File: src/rtl/uart_tx_fifo.sv
// UART transmitter with an integrated circular transmit FIFO.
// Frames are start, 5-8 data bits LSB first, optional parity, then 1 or 2 stop bits.
// Frame configuration and bit divisor are latched when a byte leaves the FIFO.
module uart_tx_fifo #(
  parameter int unsigned DEPTH = 4,
  parameter int unsigned DIV_0 = 5208,
  parameter int unsigned DIV_1 = 2604,
  parameter int unsigned DIV_2 = 1302,
  parameter int unsigned DIV_3 = 434,
  parameter int unsigned DIV_W = 16
) (
  input  logic                         clock,
  input  logic                         rst,
  input  logic                         send,
  input  logic [7:0]                   data_in,
  output logic                         ready,
  output logic                         overflow,
  output logic [$clog2(DEPTH+1)-1:0]   fifo_level,
  input  logic [1:0]                   baud_rate,
  input  logic [1:0]                   parity_type,
  input  logic                         stop_bits,
  input  logic [1:0]                   data_length,
  output logic                         data_out,
  output logic                         tx_active,
  output logic                         tx_done
);

  localparam int unsigned PW = $clog2(DEPTH);
  localparam int unsigned LW = $clog2(DEPTH + 1);

  typedef enum logic [2:0] {StIdle, StStart, StData, StParity, StStop} state_e;

  logic [7:0]       mem [DEPTH];
  logic [PW-1:0]    wr_ptr_q, rd_ptr_q;
  logic [LW-1:0]    count_q;
  logic             full, push, pop;

  state_e           state_q;
  logic [DIV_W-1:0] baud_cnt_q, div_q, div_sel;
  logic [7:0]       byte_q;
  logic [1:0]       parity_q, len_q;
  logic             stop2_q, stop_idx_q;
  logic [2:0]       bit_idx_q, last_idx;
  logic             bit_end, parity_en, parity_bit;
  logic [7:0]       masked;

  assign full       = (count_q == LW'(DEPTH));
  assign ready      = !full;
  assign fifo_level = count_q;
  // A full FIFO refuses a push even if a pop happens on the same edge.
  assign push       = send && !full;
  assign pop        = (state_q == StIdle) && (count_q != '0);

  // Divisor select, data-length decode and parity over the latched frame.
  always_comb begin
    div_sel = DIV_W'(DIV_0);
    unique case (baud_rate)
      2'b00:   div_sel = DIV_W'(DIV_0);
      2'b01:   div_sel = DIV_W'(DIV_1);
      2'b10:   div_sel = DIV_W'(DIV_2);
      default: div_sel = DIV_W'(DIV_3);
    endcase
    last_idx   = {1'b0, len_q} + 3'd4;
    masked     = byte_q & (8'hFF >> (2'd3 - len_q));
    parity_en  = (parity_q == 2'b01) || (parity_q == 2'b10);
    parity_bit = (parity_q == 2'b01) ? ~^masked : ^masked;
    bit_end    = (baud_cnt_q == div_q - DIV_W'(1));
  end

  // FIFO storage; entries need no reset since the level gates every read.
  always_ff @(posedge clock) begin
    if (push) mem[wr_ptr_q] <= data_in;
  end

  // FIFO pointers, occupancy and the registered overflow pulse.
  always_ff @(posedge clock or negedge rst) begin
    if (!rst) begin
      wr_ptr_q <= '0;
      rd_ptr_q <= '0;
      count_q  <= '0;
      overflow <= 1'b0;
    end else begin
      overflow <= send && full;
      if (push) wr_ptr_q <= wr_ptr_q + PW'(1);
      if (pop)  rd_ptr_q <= rd_ptr_q + PW'(1);
      if (push && !pop)      count_q <= count_q + LW'(1);
      else if (pop && !push) count_q <= count_q - LW'(1);
    end
  end

  // Transmit FSM with bit timer and registered line outputs.
  always_ff @(posedge clock or negedge rst) begin
    if (!rst) begin
      state_q    <= StIdle;
      baud_cnt_q <= '0;
      div_q      <= DIV_W'(DIV_0);
      byte_q     <= '0;
      parity_q   <= '0;
      len_q      <= '0;
      stop2_q    <= 1'b0;
      stop_idx_q <= 1'b0;
      bit_idx_q  <= '0;
      data_out   <= 1'b1;
      tx_active  <= 1'b0;
      tx_done    <= 1'b0;
    end else begin
      tx_done <= 1'b0;
      if (state_q != StIdle) baud_cnt_q <= bit_end ? '0 : baud_cnt_q + DIV_W'(1);
      unique case (state_q)
        StIdle: begin
          if (pop) begin
            byte_q     <= mem[rd_ptr_q];
            div_q      <= div_sel;
            parity_q   <= parity_type;
            stop2_q    <= stop_bits;
            len_q      <= data_length;
            baud_cnt_q <= '0;
            data_out   <= 1'b0;
            tx_active  <= 1'b1;
            state_q    <= StStart;
          end
        end
        StStart: begin
          if (bit_end) begin
            bit_idx_q <= '0;
            data_out  <= byte_q[0];
            state_q   <= StData;
          end
        end
        StData: begin
          if (bit_end) begin
            if (bit_idx_q == last_idx) begin
              if (parity_en) begin
                data_out <= parity_bit;
                state_q  <= StParity;
              end else begin
                data_out   <= 1'b1;
                stop_idx_q <= 1'b0;
                state_q    <= StStop;
              end
            end else begin
              bit_idx_q <= bit_idx_q + 3'd1;
              data_out  <= byte_q[bit_idx_q + 3'd1];
            end
          end
        end
        StParity: begin
          if (bit_end) begin
            data_out   <= 1'b1;
            stop_idx_q <= 1'b0;
            state_q    <= StStop;
          end
        end
        StStop: begin
          if (bit_end) begin
            if (stop_idx_q == stop2_q) begin
              tx_done   <= 1'b1;
              tx_active <= 1'b0;
              state_q   <= StIdle;
            end else begin
              stop_idx_q <= 1'b1;
            end
          end
        end
        default: state_q <= StIdle;
      endcase
    end
  end

endmodule

File: config.mk
export PLATFORM = sky130hd
export DESIGN_NAME = uart_tx_fifo
export DESIGN_NICKNAME = d
export VERILOG_FILES = /design/src/rtl/uart_tx_fifo.sv
export SDC_FILE = /design/constraint.sdc
export NUM_CORES = 1
export LEC_CHECK = 0
export CORE_MARGIN = 2
export CORE_UTILIZATION = 45
export CTS_CLUSTER_DIAMETER = 80
export CTS_CLUSTER_SIZE = 12
export DETAILED_ROUTE_END_ITERATION = 8
export GPL_TIMING_DRIVEN = 0
export SYNTH_ARGS = -nofsm -noshare
export SYNTH_HDL_FRONTEND = slang
export SYNTH_SLANG_ARGS = --single-unit
File: constraint.sdc
create_clock -name clock -period 6.74 [get_ports clock]
set_input_delay 1.011 -clock clock [delete_from_list [all_inputs] [get_ports clock]]
set_output_delay 1.011 -clock clock [all_outputs]
set_load 0.05 [all_outputs]
==> reports/results.md <==
| Item | This run | Unit |
|---|---|---|
| Mean area per synthesized cell | 10.9 | sq um |
| Number of design-rule violations left by the first detailed-router iteration | 124 | - |
| Syn nets | 443 | - |
| Hold buffer count at cts | 0 | - |
| I/O Buffers | 25 | - |
| Primary FF master, synth | sky130_fd_sc_hd__dfrtp_1 | - |
| Critical path required time | 7.03 | ns |
| Leakage power figure | 2.07 | nW |
| Overall track demand over capacity in global routing | 17.7 | % |
| Cell Area, Synth | 4470 | sq um |
| Worst vdd ir | 0.269 | mV |
| Global-route wire length before repair | 15.3 | mm |
| Critical path arrival | 3.29 | ns |
| Setup-failing EPs final | 0 | - |
| Detailed placement HPWL | 6.40 | mm |
| Fmax | 0.334 | GHz |
| Crit path max fanout | 10 | - |
| Post-place instance area | 4900 | sq um |
| Number of non-filler instances in the completed layout | 585 | - |
| Worst min-delay path class | reg2reg | - |
| Antenna diode instance count | 0 | - |
| Post-CTS setup-driven buffer insertion count | 0 | - |
| Startpoint of the most critical hold path | tx_active$_DFFE_PN0P_ | - |
| Result of the run | finished, final reports clean | - |
| TritonCTS clock tree | built | - |
| Buffers from clock root to sink, at most | 2 | - |
| Clock buffer count from CTS | 9 | - |
| Minimum setup slack in the final design | 3.75 | ns |
| Layout-stage area growth over the synthesis result | 14.4 | % |
| Top cells by instance count after synthesis | sky130_fd_sc_hd__nand2_1, sky130_fd_sc_hd__dfrtp_1, sky130_fd_sc_hd__edfxtp_1, sky130_fd_sc_hd__nor2_1, sky130_fd_sc_hd__xnor2_1 | - |
| Cell Pwr Density | 424 | nW/um^2 |
| Core Area | 9680 | sq um |
| Most instantiated library cell after synthesis | sky130_fd_sc_hd__nand2_1 | - |
| RD Place Congestion | 0.782 | - |
| Wire length reported by the detailed router | 8.87 | mm |
| Final instance area | 5110 | sq um |
| Unique masters post-synth | 54 | - |
| Met1 global-route usage | 25.3 | % |
| Clock root buffer | sky130_fd_sc_hd__clkbuf_8 | - |
| Die outline area | 10700 | sq um |
| Fraction of registers with async set or reset after synthesis | 63.6 | % |
| Via-to-Cell Ratio | 5.25 | - |
| Met3 GRT Util | 4.78 | % |
| Worst-skew pair later-pin latency | 0.37 | ns |
| Cell types with the largest area share after synthesis | sky130_fd_sc_hd__dfrtp_1, sky130_fd_sc_hd__edfxtp_1, sky130_fd_sc_hd__nand2_1 | - |
| Max Cap Viol | 0 | - |
| Die extent in x | 104 | um |
| Share of Yosys cell area claimed by the top area cell type | 28.6 | % |
| Placement-stage worst setup slack | 3.76 | ns |
| Post-layout utilization of the core | 52.8 | % |
| Nets@finish | 480 | - |
| GR Util met2 | 26.4 | % |
| Detailed-routing iteration count for the pre-antenna-repair pass | 4 | - |
| Sum of negative setup slack | 0 | ns |
| Total count of hold-check failures in the final report | 0 | - |
| Highest-utilization routing layer at the global route stage | met2 | - |
| Yosys warning count | 0 | - |
| Gate count after technology mapping | 410 | - |
| Minimum clock period | 2.99 | ns |
| Maximum level of the CTS H-tree | 3 | - |
| Number of antenna violations at the first check in global routing | 0 | - |
| CP Launch Point | fifo_level[0]$_DFFE_PN0P_ | - |
| Clock-pin slew on the worst setup and hold paths | 0.10 | ns |
| Post-layout power | 2.17 | mW |
| Worst hold-check slack | 0.518 | ns |
| Yosys reg bits | 88 | - |
| Via total after detailed routing | 3072 | - |
| Count of pins over their slew limit | 0 | - |
| Element type at the critical path end | flip-flop | - |
| Number of global-route vias before repair | 3056 | - |
| Die span in y | 104 | um |
| Number of remaining DRC errors | 0 | - |
| Site Rows | 36 | - |
| Avg WL per Cell | 15.2 | um |
| Slew of the pin with the lowest slew margin | 0.772 | ns |
| Critical path launch point type | flip-flop | - |
| Number of ports placed on the die boundary | 26 | - |
| Total congestion overflow | 0 | - |
| Final clock skew | 0.0133 | ns |
| Initial standard-cell utilization of the core | 46.1 | % |
| Maximum number of pins on one net before global-route repair | 36 | - |
| Tcrit/Tclk final | 44.4 | % |
| Worst Setup Path Type | reg2reg | - |
| Startpoint of the worst register-to-register path | fifo_level[0]$_DFFE_PN0P_ | - |
| Remaining antenna violation count after routing | 0 | - |
| Fraction of final layout cells sized beyond drive strength 1 | 9.51 | % |
| Relative slew slack | 48.6 | % |
| Proportion of synthesized chip area in sequential cells | 53.0 | % |
| EDFF count, synth | 32 | - |
| Number of placed instances with taps included | 569 | - |
| Setup repair after global routing missed its margin | false | - |
| Post-cts resize count | 0 | - |
| Fill cell total of the finished layout | 935 | - |
| Post-synthesis cell type with the largest combined area | sky130_fd_sc_hd__dfrtp_1 | - |
| Clock sink count | 88 | - |
## logic make-up (layout without fill, tap and decap cells)
kind of cell	after synthesis	count (layout)	synth area share (%)
multiplexers	16	16	6.50
buffers and inverters	33	75	3.00
adder cells (fa/ha/maj)	15	15	4.37
AND/OR/NAND/NOR	174	174	18.8
AO/OA/AOI/OAI	43	43	6.25
flip-flops	88	88	53.0
XOR/XNOR	41	41	8.04
## critical path, cell delays in order, from the launching register on
cell,delay (ns)
sky130_fd_sc_hd__dfrtp_1,0.46
sky130_fd_sc_hd__nor3_1,0.55
sky130_fd_sc_hd__nor2_1,0.14
sky130_fd_sc_hd__inv_1,0.15
sky130_fd_sc_hd__clkbuf_1,0.46
sky130_fd_sc_hd__ha_1,0.30
sky130_fd_sc_hd__inv_1,0.06
sky130_fd_sc_hd__fa_1,0.37
sky130_fd_sc_hd__xor2_1,0.17
sky130_fd_sc_hd__nor2_1,0.12
sky130_fd_sc_hd__xor2_1,0.15
## final cells by class
type / instances / area, sq um / share of cell area (%)
Multi-Input combinational cell: 289 / 1960 / 38.5
Buffer: 16 / 70.1 / 1.37
Clock buffer: 9 / 124 / 2.42
Timing Repair Buffer: 26 / 265 / 5.19
Sequential cell: 88 / 2370 / 46.4
Inverter: 17 / 63.8 / 1.25
Clock inverter: 7 / 86.3 / 1.69
Tap cell: 133 / 166 / 3.26
## cells in the final DEF (no fill, tap or decap), types with 2 or more instances in the layout
| cell | count |
|---|---|
| sky130_fd_sc_hd__a2111oi_0 | 2 |
| sky130_fd_sc_hd__a21o_1 | 4 |
| sky130_fd_sc_hd__a21oi_1 | 4 |
| sky130_fd_sc_hd__a31oi_1 | 2 |
| sky130_fd_sc_hd__and2_1 | 3 |
| sky130_fd_sc_hd__and3_1 | 8 |
| sky130_fd_sc_hd__buf_1 | 3 |
| sky130_fd_sc_hd__buf_2 | 3 |
| sky130_fd_sc_hd__buf_4 | 2 |
| sky130_fd_sc_hd__clkbuf_1 | 9 |
| sky130_fd_sc_hd__clkbuf_8 | 9 |
| sky130_fd_sc_hd__clkdlybuf4s50_1 | 24 |
| sky130_fd_sc_hd__dfrtp_1 | 51 |
| sky130_fd_sc_hd__dfstp_2 | 5 |
| sky130_fd_sc_hd__edfxtp_1 | 32 |
| sky130_fd_sc_hd__ha_1 | 14 |
| sky130_fd_sc_hd__inv_1 | 17 |
| sky130_fd_sc_hd__inv_6 | 2 |
| sky130_fd_sc_hd__inv_8 | 2 |
| sky130_fd_sc_hd__mux2_2 | 3 |
| sky130_fd_sc_hd__mux2i_1 | 2 |
| sky130_fd_sc_hd__mux4_2 | 10 |
| sky130_fd_sc_hd__nand2_1 | 72 |
| sky130_fd_sc_hd__nand2b_1 | 6 |
| sky130_fd_sc_hd__nand3_1 | 17 |
| sky130_fd_sc_hd__nand4_1 | 5 |
| sky130_fd_sc_hd__nor2_1 | 31 |
| sky130_fd_sc_hd__nor3_1 | 10 |
| sky130_fd_sc_hd__nor4_1 | 3 |
| sky130_fd_sc_hd__nor4b_1 | 4 |
| sky130_fd_sc_hd__o211ai_1 | 3 |
| sky130_fd_sc_hd__o21ai_0 | 16 |
| sky130_fd_sc_hd__o21ai_1 | 2 |
| sky130_fd_sc_hd__or3_1 | 2 |
| sky130_fd_sc_hd__or4_1 | 4 |
| sky130_fd_sc_hd__xnor2_1 | 24 |
| sky130_fd_sc_hd__xor2_1 | 17 |
## metal layers
metal,vias up,wire length [um]
met3,13,490
li1,1511,-
met1,1495,4320
met2,53,3940
met5,-,0
met4,0,130
## state kept, by name (all words and copies together), names as in the netlist
signal      cells
mem            32
baud_cnt_q     16
div_q           9
byte_q          8
bit_idx_q       3
fifo_level      3
state_q         3
len_q           2
parity_q        2
rd_ptr_q        2
wr_ptr_q        2
data_out        1
overflow        1
stop2_q         1
stop_idx_q      1
tx_active       1
tx_done         1
## worst paths after layout
path | endpoint | cells after the start | slack (ns)
max reg2reg | fifo_level[2]$_DFFE_PN0P_ | 10 | 3.75
min | tx_active$_DFFE_PN0P_ | 1 | 0.52
min in group asynchronous | baud_cnt_q[7]$_DFF_PN0_ | 1 | 0.62
max | fifo_level[2]$_DFFE_PN0P_ | 10 | 3.75
min reg2reg | tx_active$_DFFE_PN0P_ | 1 | 0.52
max in group asynchronous | div_q[3]$_DFFE_PN1P_ | 2 | 5.50
## report_power, final
part	switching, mW	internal [mW]	leakage, nW
clock network	0.213	0.180	0.104
registers	0.131	0.728	0.987
logic	0.517	0.398	0.981
No activity file was read; power rests on OpenSTA's default activity.
